### src/rtl/bpu_btb_if.sv
// ----------------------------------------------------------------------------
// bpu_btb_if
// Groups the fetch-lookup, EX-update and return-stack signals of the branch
// target buffer into one bundle.
//
// Modports
//   slave  : the BTB itself (consumes lookup/update/stack, produces predictions)
//   master : the pipeline side (drives lookup/update/stack, reads predictions)
//
// Signals
//   lookup_pc     fetch PC, looked up combinationally
//   pred_hit      valid entry with matching tag
//   pred_taken    pred_hit AND counter MSB
//   pred_target   predicted target, 0 on miss
//   pred_state    counter of the hit entry, 0 on miss
//   upd_valid     resolved branch/jump in EX this cycle
//   upd_pc        PC of the resolved instruction
//   upd_taken     actual outcome
//   upd_target    actual target
//   upd_is_ret    resolved instruction is a jr (stored as entry kind)
//   ras_push      jal resolved in EX (only used when BPU_RAS_EN is defined)
//   ras_push_addr PC+1 of that jal
//   ras_pop       jr resolved in EX (only used when BPU_RAS_EN is defined)
//
// There is no backpressure anywhere in this bundle: an asserted upd_valid,
// ras_push or ras_pop is consumed on the next rising clock edge
// unconditionally, and the lookup result is valid in the same cycle the PC
// is presented.
// ----------------------------------------------------------------------------
interface bpu_btb_if #(
    parameter int PC_W  = 10,
    parameter int CTR_W = 2
);
    logic [PC_W-1:0]  lookup_pc;
    logic             pred_hit;
    logic             pred_taken;
    logic [PC_W-1:0]  pred_target;
    logic [CTR_W-1:0] pred_state;

    logic             upd_valid;
    logic [PC_W-1:0]  upd_pc;
    logic             upd_taken;
    logic [PC_W-1:0]  upd_target;
    logic             upd_is_ret;

    logic             ras_push;
    logic [PC_W-1:0]  ras_push_addr;
    logic             ras_pop;

    modport slave (
        input  lookup_pc,
        output pred_hit, pred_taken, pred_target, pred_state,
        input  upd_valid, upd_pc, upd_taken, upd_target, upd_is_ret,
        input  ras_push, ras_push_addr, ras_pop
    );

    modport master (
        output lookup_pc,
        input  pred_hit, pred_taken, pred_target, pred_state,
        output upd_valid, upd_pc, upd_taken, upd_target, upd_is_ret,
        output ras_push, ras_push_addr, ras_pop
    );
endinterface

### src/rtl/bpu_btb.sv
// ----------------------------------------------------------------------------
// bpu_btb
// Direct-mapped branch target buffer with per-entry saturating counters.
// Fetch looks up a PC combinationally from registered state (zero latency);
// EX trains the table with resolved outcomes on the rising clock edge.
// A taken branch that misses allocates an entry in weakly-taken state.
//
// Optional build feature (macro BPU_RAS_EN): a circular return address stack.
// A hit on an entry whose kind bit marks it as a return (jr) then predicts the
// stack top when the stack is non-empty. Without the macro the ras_* inputs
// are ignored and the kind bit is stored but unused.
//
// Ports
//   clk  rising-edge clock
//   rst  synchronous active-high reset; clears table and stack, overrides
//        any same-cycle update or push/pop
//   bus  bpu_btb_if.slave (lookup, prediction, update and stack signals)
//
// Parameters
//   PC_W      width of PCs and targets
//   DEPTH     number of entries (power of 2, >= 2)
//   CTR_W     counter width (1..4)
//   RAS_DEPTH return stack entries (power of 2), BPU_RAS_EN builds only
// ----------------------------------------------------------------------------
module bpu_btb #(
    parameter int PC_W      = 10,
    parameter int DEPTH     = 16,
    parameter int CTR_W     = 2,
    parameter int RAS_DEPTH = 4
) (
    input  logic       clk,
    input  logic       rst,
    bpu_btb_if.slave   bus
);
    localparam int IDX_W = $clog2(DEPTH);
    localparam int TAG_W = PC_W - IDX_W;

    localparam logic [CTR_W-1:0] CTR_MAX  = {CTR_W{1'b1}};
    // Weakly taken: only the MSB set (for CTR_W=1 this is simply 1).
    localparam logic [CTR_W-1:0] CTR_WEAK = CTR_W'(1) << (CTR_W - 1);

    // ------------------------------------------------------------------
    // Table state
    // ------------------------------------------------------------------
    logic [DEPTH-1:0] valid_q, valid_d;
    logic [DEPTH-1:0] kind_q,  kind_d;
    logic [TAG_W-1:0] tag_q    [DEPTH];
    logic [TAG_W-1:0] tag_d    [DEPTH];
    logic [PC_W-1:0]  target_q [DEPTH];
    logic [PC_W-1:0]  target_d [DEPTH];
    logic [CTR_W-1:0] ctr_q    [DEPTH];
    logic [CTR_W-1:0] ctr_d    [DEPTH];

    logic [IDX_W-1:0] lk_idx;
    logic [TAG_W-1:0] lk_tag;
    logic             lk_hit;
    logic [IDX_W-1:0] up_idx;
    logic [TAG_W-1:0] up_tag;
    logic             up_hit;

    assign lk_idx = bus.lookup_pc[IDX_W-1:0];
    assign lk_tag = bus.lookup_pc[PC_W-1:IDX_W];
    assign lk_hit = valid_q[lk_idx] && (tag_q[lk_idx] == lk_tag);

    assign up_idx = bus.upd_pc[IDX_W-1:0];
    assign up_tag = bus.upd_pc[PC_W-1:IDX_W];
    assign up_hit = valid_q[up_idx] && (tag_q[up_idx] == up_tag);

`ifdef BPU_RAS_EN
    // ------------------------------------------------------------------
    // Return address stack
    // ------------------------------------------------------------------
    localparam int RAS_IDX_W = (RAS_DEPTH > 1) ? $clog2(RAS_DEPTH) : 1;
    localparam int CNT_W     = $clog2(RAS_DEPTH + 1);
    localparam logic [CNT_W-1:0] RAS_FULL = CNT_W'(RAS_DEPTH);

    logic [PC_W-1:0]      ras_q [RAS_DEPTH];
    logic [PC_W-1:0]      ras_d [RAS_DEPTH];
    logic [RAS_IDX_W-1:0] top_q, top_d;
    logic [CNT_W-1:0]     cnt_q, cnt_d;
    logic [RAS_IDX_W-1:0] top_inc;
    logic [RAS_IDX_W-1:0] top_dec;

    assign top_inc = top_q + 1'b1;
    assign top_dec = top_q - 1'b1;

    always_comb begin
        ras_d = ras_q;
        top_d = top_q;
        cnt_d = cnt_q;
        if (bus.ras_push && bus.ras_pop) begin
            // A call and a return retiring together net to a top replacement.
            ras_d[top_q] = bus.ras_push_addr;
        end else if (bus.ras_push) begin
            // Circular buffer: when full the write lands on the oldest entry.
            ras_d[top_inc] = bus.ras_push_addr;
            top_d          = top_inc;
            if (cnt_q != RAS_FULL) begin
                cnt_d = cnt_q + 1'b1;
            end
        end else if (bus.ras_pop && (cnt_q != '0)) begin
            top_d = top_dec;
            cnt_d = cnt_q - 1'b1;
        end
    end

    always_ff @(posedge clk) begin
        if (rst) begin
            for (int i = 0; i < RAS_DEPTH; i++) begin
                ras_q[i] <= '0;
            end
            top_q <= '0;
            cnt_q <= '0;
        end else begin
            ras_q <= ras_d;
            top_q <= top_d;
            cnt_q <= cnt_d;
        end
    end
`else
    // Stack inputs and the kind bit have no consumer in this build.
    logic unused_ras;
    assign unused_ras = ^{bus.ras_push, bus.ras_push_addr, bus.ras_pop, kind_q};
`endif

    // ------------------------------------------------------------------
    // Lookup (combinational, no bypass from a same-cycle update)
    // ------------------------------------------------------------------
    always_comb begin
        bus.pred_hit    = 1'b0;
        bus.pred_taken  = 1'b0;
        bus.pred_target = '0;
        bus.pred_state  = '0;
        if (lk_hit) begin
            bus.pred_hit    = 1'b1;
            bus.pred_taken  = ctr_q[lk_idx][CTR_W-1];
            bus.pred_target = target_q[lk_idx];
            bus.pred_state  = ctr_q[lk_idx];
`ifdef BPU_RAS_EN
            if (kind_q[lk_idx] && (cnt_q != '0)) begin
                bus.pred_target = ras_q[top_q];
            end
`endif
        end
    end

    // ------------------------------------------------------------------
    // Training. Counter math uses the stored counter, never the value the
    // pipeline carried from fetch, so back-to-back updates compound.
    // ------------------------------------------------------------------
    always_comb begin
        valid_d  = valid_q;
        kind_d   = kind_q;
        tag_d    = tag_q;
        target_d = target_q;
        ctr_d    = ctr_q;
        if (bus.upd_valid) begin
            if (up_hit) begin
                if (bus.upd_taken) begin
                    if (ctr_q[up_idx] != CTR_MAX) begin
                        ctr_d[up_idx] = ctr_q[up_idx] + 1'b1;
                    end
                    target_d[up_idx] = bus.upd_target;
                    kind_d[up_idx]   = bus.upd_is_ret;
                end else if (ctr_q[up_idx] != '0) begin
                    ctr_d[up_idx] = ctr_q[up_idx] - 1'b1;
                end
            end else if (bus.upd_taken) begin
                // Allocate, evicting whatever aliased into this slot.
                valid_d[up_idx]  = 1'b1;
                tag_d[up_idx]    = up_tag;
                target_d[up_idx] = bus.upd_target;
                kind_d[up_idx]   = bus.upd_is_ret;
                ctr_d[up_idx]    = CTR_WEAK;
            end
        end
    end

    always_ff @(posedge clk) begin
        if (rst) begin
            valid_q <= '0;
            kind_q  <= '0;
            for (int i = 0; i < DEPTH; i++) begin
                tag_q[i]    <= '0;
                target_q[i] <= '0;
                ctr_q[i]    <= '0;
            end
        end else begin
            valid_q  <= valid_d;
            kind_q   <= kind_d;
            tag_q    <= tag_d;
            target_q <= target_d;
            ctr_q    <= ctr_d;
        end
    end
endmodule
### src/flat_wrapper.sv
// flat-port wrapper written by rule: the top's interface ports become plain ports
module bpu_btb_flat 
#(
    parameter int PC_W      = 10,
    parameter int DEPTH     = 16,
    parameter int CTR_W     = 2,
    parameter int RAS_DEPTH = 4
)
  (clk, rst, bus_lookup_pc, bus_pred_hit, bus_pred_taken, bus_pred_target, bus_pred_state, bus_upd_valid, bus_upd_pc, bus_upd_taken, bus_upd_target, bus_upd_is_ret, bus_ras_push, bus_ras_push_addr, bus_ras_pop);
  bpu_btb_if #(.PC_W(PC_W), .CTR_W(CTR_W)) bus_i ();
  input  logic clk;
  input  logic rst;
  input wire logic [$bits(bus_i.lookup_pc)-1:0] bus_lookup_pc;
  output wire logic [$bits(bus_i.pred_hit)-1:0] bus_pred_hit;
  output wire logic [$bits(bus_i.pred_taken)-1:0] bus_pred_taken;
  output wire logic [$bits(bus_i.pred_target)-1:0] bus_pred_target;
  output wire logic [$bits(bus_i.pred_state)-1:0] bus_pred_state;
  input wire logic [$bits(bus_i.upd_valid)-1:0] bus_upd_valid;
  input wire logic [$bits(bus_i.upd_pc)-1:0] bus_upd_pc;
  input wire logic [$bits(bus_i.upd_taken)-1:0] bus_upd_taken;
  input wire logic [$bits(bus_i.upd_target)-1:0] bus_upd_target;
  input wire logic [$bits(bus_i.upd_is_ret)-1:0] bus_upd_is_ret;
  input wire logic [$bits(bus_i.ras_push)-1:0] bus_ras_push;
  input wire logic [$bits(bus_i.ras_push_addr)-1:0] bus_ras_push_addr;
  input wire logic [$bits(bus_i.ras_pop)-1:0] bus_ras_pop;
  assign bus_i.lookup_pc = bus_lookup_pc;
  assign bus_pred_hit = bus_i.pred_hit;
  assign bus_pred_taken = bus_i.pred_taken;
  assign bus_pred_target = bus_i.pred_target;
  assign bus_pred_state = bus_i.pred_state;
  assign bus_i.upd_valid = bus_upd_valid;
  assign bus_i.upd_pc = bus_upd_pc;
  assign bus_i.upd_taken = bus_upd_taken;
  assign bus_i.upd_target = bus_upd_target;
  assign bus_i.upd_is_ret = bus_upd_is_ret;
  assign bus_i.ras_push = bus_ras_push;
  assign bus_i.ras_push_addr = bus_ras_push_addr;
  assign bus_i.ras_pop = bus_ras_pop;
  bpu_btb #(.PC_W(PC_W), .DEPTH(DEPTH), .CTR_W(CTR_W), .RAS_DEPTH(RAS_DEPTH)) u_core (.clk(clk), .rst(rst), .bus(bus_i));
endmodule
### config.mk
export PLATFORM = sky130hd
export DESIGN_NAME = bpu_btb_flat
export DESIGN_NICKNAME = d
export VERILOG_FILES = /design/src/rtl/bpu_btb_if.sv /design/src/rtl/bpu_btb.sv /design/src/flat_wrapper.sv
export SDC_FILE = /design/constraint.sdc
export NUM_CORES = 1
export LEC_CHECK = 0
export BUFFER_PORTS_ARGS = -buffer_cell sky130_fd_sc_hd__buf_4
export CAP_MARGIN = 20
export CORE_MARGIN = 1
export CORE_UTILIZATION = 62
export DETAILED_ROUTE_END_ITERATION = 6
export GPL_ROUTABILITY_DRIVEN = 0
export PLACE_DENSITY = 0.8
export SETUP_SLACK_MARGIN = 0.05
export SLEW_MARGIN = 20
export SYNTH_ARGS = -nofsm -noshare
export SYNTH_HDL_FRONTEND = slang
export SYNTH_SLANG_ARGS = --single-unit
export TNS_END_PERCENT = 50
### constraint.sdc
create_clock -name clk -period 4.7 [get_ports clk]
set_input_delay 0.705 -clock clk [delete_from_list [all_inputs] [get_ports clk]]
set_output_delay 0.705 -clock clk [all_outputs]
set_load 0.01 [all_outputs]
**Yosys cells after proc, flatten, opt, wreduce, memory -nomap -nowiden**

Cells that the tools add are included.

- Bits in registers: 304
- Input bits: 47
- Output and inout port bits: 14
- Word-level logic and storage cells: 118

- $add $sub $neg: 2
- $lt $le $gt $ge: 6
- Equal/unequal tests: 4
- Multiplexer cells: 40
- Bitwise operators: 7
- Reductions and logical operators: 10

Operators by type and width:

| kind | number |
|---|---|
| bitwise mux 160 bit | 1 |
| 2-to-1 mux 32 bit | 5 |
| bitwise mux 96 bit | 1 |
| bitwise mux 32 bit | 2 |
| binary-select mux 6 bit (select 4 bit) | 2 |
| binary-select mux 10 bit (select 4 bit) | 1 |
| demux 10 bit (select 4 bit) | 1 |
| 2-to-1 mux 10 bit | 4 |
| bitwise OR 16 bit | 2 |
| 2-to-1 mux 6 bit | 5 |
| demux 6 bit (select 4 bit) | 1 |
| bitwise AND 16 bit | 1 |
| binary-select mux 2 bit (select 4 bit) | 2 |
| inverter 16 bit | 1 |
| equality test 6 bit | 2 |
| 2-to-1 mux 2 bit | 6 |
| greater-or-equal comparator 5 bit, second input constant | 2 |
| less-than comparator 4 x 5 -> 1 bit, second input constant | 2 |
| inverter 4 -> 5 bit | 2 |
| binary-select mux 1 bit (select 4 bit) | 2 |
| demux 2 bit (select 4 bit) | 1 |
| nonzero test 2 bit | 3 |
| less-than comparator 5 x 1 -> 1 bit, second input constant | 1 |
| 2-to-1 mux 1 bit | 5 |
| other kinds (11) | 14 |

**Depth between registers and ports, before layout**

- Depth after elaboration: 9
- Gate-level depth with buffers: 14
- Gate-level depth less buffers: 8

**Least setup slack after synthesis**

OpenSTA, ideal clock, no wires.

- Path kind: input to output
- Start point: input bus_lookup_pc[0]
- End point: output bus_pred_state[1]
- Arrival: 3.703 ns
- Required time: 3.995 ns
- Path slack: 0.292 ns
- Stages: 9
- Path buffers: 6
- Cell sequence: clkbuf_1 buf_2 buf_2 buf_2 buf_1 mux4_2 mux4_2 nor2b_1 buf_4

- Longest elaborated chain between the ends: 7
- Elaborated cells on any way between the ends: 12
- Classes of those cells: eq/ne (1); mux (9); bitwise (1); reduce/logical (1)

RTL lines:

| item | line | text |
|---|---|---|
| from (decl) | flat_wrapper.sv:13 | `input wire logic [$bits(bus_i.lookup_pc)-1:0] bus_lookup_pc;` |
| inverter 4 -> 5 bit (not written as such) | bpu_btb.sv:63, bpu_btb.sv:138 |  |
| binary-select mux 6 bit (select 4 bit) | bpu_btb.sv:63 | `assign lk_hit = valid_q[lk_idx] && (tag_q[lk_idx] == lk_tag);` |
| 2-to-1 mux 6 bit (not written as such) (2 in a row) | bpu_btb.sv:63 |  |
| equality test 6 bit | bpu_btb.sv:63 |  |
| logical AND 1 bit | bpu_btb.sv:63 |  |
| 2-to-1 mux 2 bit * | bpu_btb.sv:134 | `if (lk_hit) begin` |
| to (decl) | flat_wrapper.sv:17 | `output wire logic [$bits(bus_i.pred_state)-1:0] bus_pred_state;` |

Mark *: on every way between the ends. The rest lies on a longest branch, timed or not. The select of a mux whose other input is x is not followed.

**Worst setup path after layout**

- Start point: input bus_lookup_pc[0]
- End point: output bus_pred_taken

- Longest elaborated chain between the ends: 7
- Elaborated cells on any way between the ends: 12
- Classes of those cells: eq/ne (1); mux (9); bitwise (1); reduce/logical (1)

RTL lines:

| item | line | text |
|---|---|---|
| inverter 4 -> 5 bit (not written as such) | bpu_btb.sv:63, bpu_btb.sv:136 |  |
| binary-select mux 6 bit (select 4 bit) | bpu_btb.sv:63 |  |
| 2-to-1 mux 6 bit (not written as such) (2 in a row) | bpu_btb.sv:63 |  |
| equality test 6 bit | bpu_btb.sv:63 |  |
| logical AND 1 bit | bpu_btb.sv:63 |  |
| 2-to-1 mux 1 bit * | bpu_btb.sv:134 |  |
| to (decl) | flat_wrapper.sv:15 | `output wire logic [$bits(bus_i.pred_taken)-1:0] bus_pred_taken;` |

Marked as above.

==> summary.txt <==
Yosys
  – Largest cells by area after synthesis: dfxtp_1 (41%), mux4_2 (20%), mux2i_1 (9.7%)
  – Post-synth top area cell: dfxtp_1
  – Syn nets: around 1,600
  – Synth warn: 0
  – Synth Register Bits: roughly 300
  – Post-synth EDFFs: 0
  – Async S/R FF share, synth: 0
  – Yosys cell types: 37
  – Synth top area share: 0.4141
  – Avg Cell Area, Syn: about 9.6 um^2
  – Sequential area share after synthesis: 0.4141
  – Most used flip-flop cell after synthesis: dfxtp_1
  – Syn Std Cell Area: 14,700 um^2
  – Post-synthesis cell count: between 1,500 and 2,000

Power
  – Overall Power: approximately 5.5 mW
  – P per Cell Area: between 300 and 400 nW/um^2
  – Pleak: 5.579 nW
  – Worst vdd ir: between 0.3 and 0.4 mV

STA
  – Setup Skew: 0.01345 ns
  – Max Freq: 232.9 MHz
  – Period utilization: 0.9137
  – Unrepaired setup endpoints after global routing: no
  – Post-layout min period: 4.294 ns
  – Max Slew Vio Count: 0
  – Slew at the pin with the worst max-slew slack: around 1.1 ns
  – Fin. Hold Viols: 0
  – Final-report setup violation count: 0
  – Slew Limit Headroom: 0.2538
  – Final TNS setup: 0 ns

CTS
  – Clock slew at reported path FFs: 0.06 ns
  – CTS resizes: 0
  – Post-CTS setup buffers: 0
  – H-tree levels: 1
  – Clk root buf: clkbuf_16
  – Worst skew pair latency: ~0.56 ns
  – CTS tree: built
  – CTS sink cnt: about 300
  – Hold-fix buffers, CTS: 0
  – CTS max path bufs: 3
  – Total CTS buffers: 31

Place
  – Post-DP HPWL: around 24,000 um
  – Port bufs: 47

GRT
  – Total gr overflow: 0
  – Vias in the first global route: ~11,000
  – Total track usage: 0.3214
  – First-pass GRT wire length: roughly 60,000 um
  – Initial antenna violation count: 2
  – Largest net degree at the start of global routing: between 150 and 200

Final layout
  – Share of layout cells above drive strength 1: 0.1771
  – Final nets: around 1,500
  – Syn-to-layout area delta: 10.01%
  – Layout Utilization: 0.7055

Route
  – Total number of vias: approximately 12,000
  – Routed WL per cell: around 21 um
  – First-pass DRT Iterations: 7
  – 1st-iter DRT viols: between 1,000 and 1,500
  – Antenna-violating nets left: 0
  – Vias per cell: around 6.3
  – Final WL: around 38,000 um
  – DRC: 0

Floorplan
  – CORE AREA: 22,920 um^2
  – Die Width: 156.0 um
  – Std-Cell Rows: 55
  – Top-Level Pins: approximately 60
  – Initial Utilization: 0.6413
  – Die area: 24,320 um^2
  – Die height: between 150 and 200 um

Run status
  – Status: completed

Setup path
  – CP endpoint kind: output pin
  – WS Path Type: in2out
  – Critical path peak fanout: 15
  – Required @ worst endpoint: between 3 and 4 ns
  – Crit start category: primary input
  – CP Data Arrival Time: between 3 and 4 ns

Job
  – Max-cap violations: 0

Hold path
  – Hold crit path type: reg2reg
## registers in the layout, indices dropped and copies added, names as in the netlist
register and count:
u_core.ctr_q 32, u_core.tag_q 96, u_core.target_q 160, u_core.valid_q 16
## cells by family (layout without fill, tap and decap cells)
kind of cell	Yosys count	after routing	share of synthesized area
flip-flops	304	304	0.4141
multiplexers	276	276	0.2997
XOR/XNOR	14	14	0.008343
AND/OR/NAND/NOR	577	577	0.1595
adder cells (fa/ha/maj)	2	2	0.001702
other	0	1	0
AO/OA/AOI/OAI	202	202	0.07518
buffers and inverters	153	138	0.04146
## final timing paths
| kind | to | start | cells past startpoint | slack [ns] |
|---|---|---|---|---|
| max | bus_pred_taken | bus_lookup_pc[0] | 9 | 0.41 |
| max reg2reg | u_core.ctr_q[24] | u_core.tag_q[35] | 8 | 1.21 |
| min | u_core.target_q[99] | u_core.target_q[99] | 2 | 0.45 |
| min reg2reg | u_core.target_q[99] | u_core.target_q[99] | 2 | 0.45 |
## where the power goes
group / internal (mW) / switching, mW / total [mW] / leakage (nW)
Sequential: 2.60 / 0.0120 / 2.61 / 2.45
Combinational: 0.123 / 0.222 / 0.345 / 2.62
Clock: 1.49 / 1.01 / 2.50 / 0.510
## cells in the final DEF, fill, tap and decap left out, types with 4 or more instances in the layout
| cell | instances |
|---|---|
| a21oi_1 | 177 |
| a32oi_1 | 15 |
| buf_4 | 79 |
| clkbuf_1 | 7 |
| clkbuf_16 | 31 |
| clkbuf_8 | 9 |
| clkinv_2 | 4 |
| dfxtp_1 | 304 |
| mux2i_1 | 143 |
| mux4_2 | 131 |
| nand2_1 | 341 |
| nand2b_1 | 36 |
| nor2_1 | 165 |
| nor2b_1 | 17 |
| or2_2 | 4 |
| xnor2_1 | 7 |
| xor2_1 | 7 |
## per-stage QoR
step / hold slack [ns] / std cells / setup WS, ns / area (um^2)
2_1_floorplan: 0.4331 / 1528 / 0.2920 / 14700
6_report: 0.4519 / 1827 / 0.4057 / 16170
3_3_place_gp: 0.4381 / 1772 / 0.4599 / 15130
3_5_place_dp: 0.4435 / 1772 / 0.4253 / 15130
4_1_cts: 0.4518 / 1826 / 0.4170 / 16170
5_1_grt: 0.4646 / 1827 / 0.2894 / 16170
## final cells by class
| cell class | count | area (um^2) |
|---|---|---|
| diodes | 1 | 2.502 |
| inverters | 3 | 11.26 |
| multi-input cells | 1071 | 8019 |
| clock inverters | 8 | 118.9 |
| clock buffers | 46 | 912.1 |
| fillers | 1669 | 6748 |
| well taps | 313 | 391.6 |
| repair buffers | 81 | 626.9 |
| flip-flops and latches | 304 | 6086 |
## synthesized netlist by cell type, drive strengths merged, types with 2 or more instances
cell,number
nor3,2
nor2b,17
a32oi,15
mux4,131
and2,2
nand2b,36
a21oi,177
or4,2
xor2,7
clkbuf,118
nand4,2
dfxtp,304
a22o,2
ha,2
xnor2,7
and3,2
nand2,341
buf,32
nor2,165
mux2i,143
inv,3
or2,4
mux2,2
nand3,3
## routing by layer
metal	GRT usage	up-vias	wire length [um]
met5	0	-	14
met4	0.1055	2	1141
met3	0.05944	92	3700
met2	0.5170	558	17990
met1	0.4390	5642	15600
li1	-	5215	-
## worst max-delay path, cell delays in order
cell     delay, ns
buf_4         0.27
mux4_2        0.54
mux4_2        0.50
xnor2_1       0.25
nand4_1       0.21
or4_1         0.59
buf_4         0.22
nor2b_1       0.15
buf_4         0.14
(Power assumes the default switching activity.)
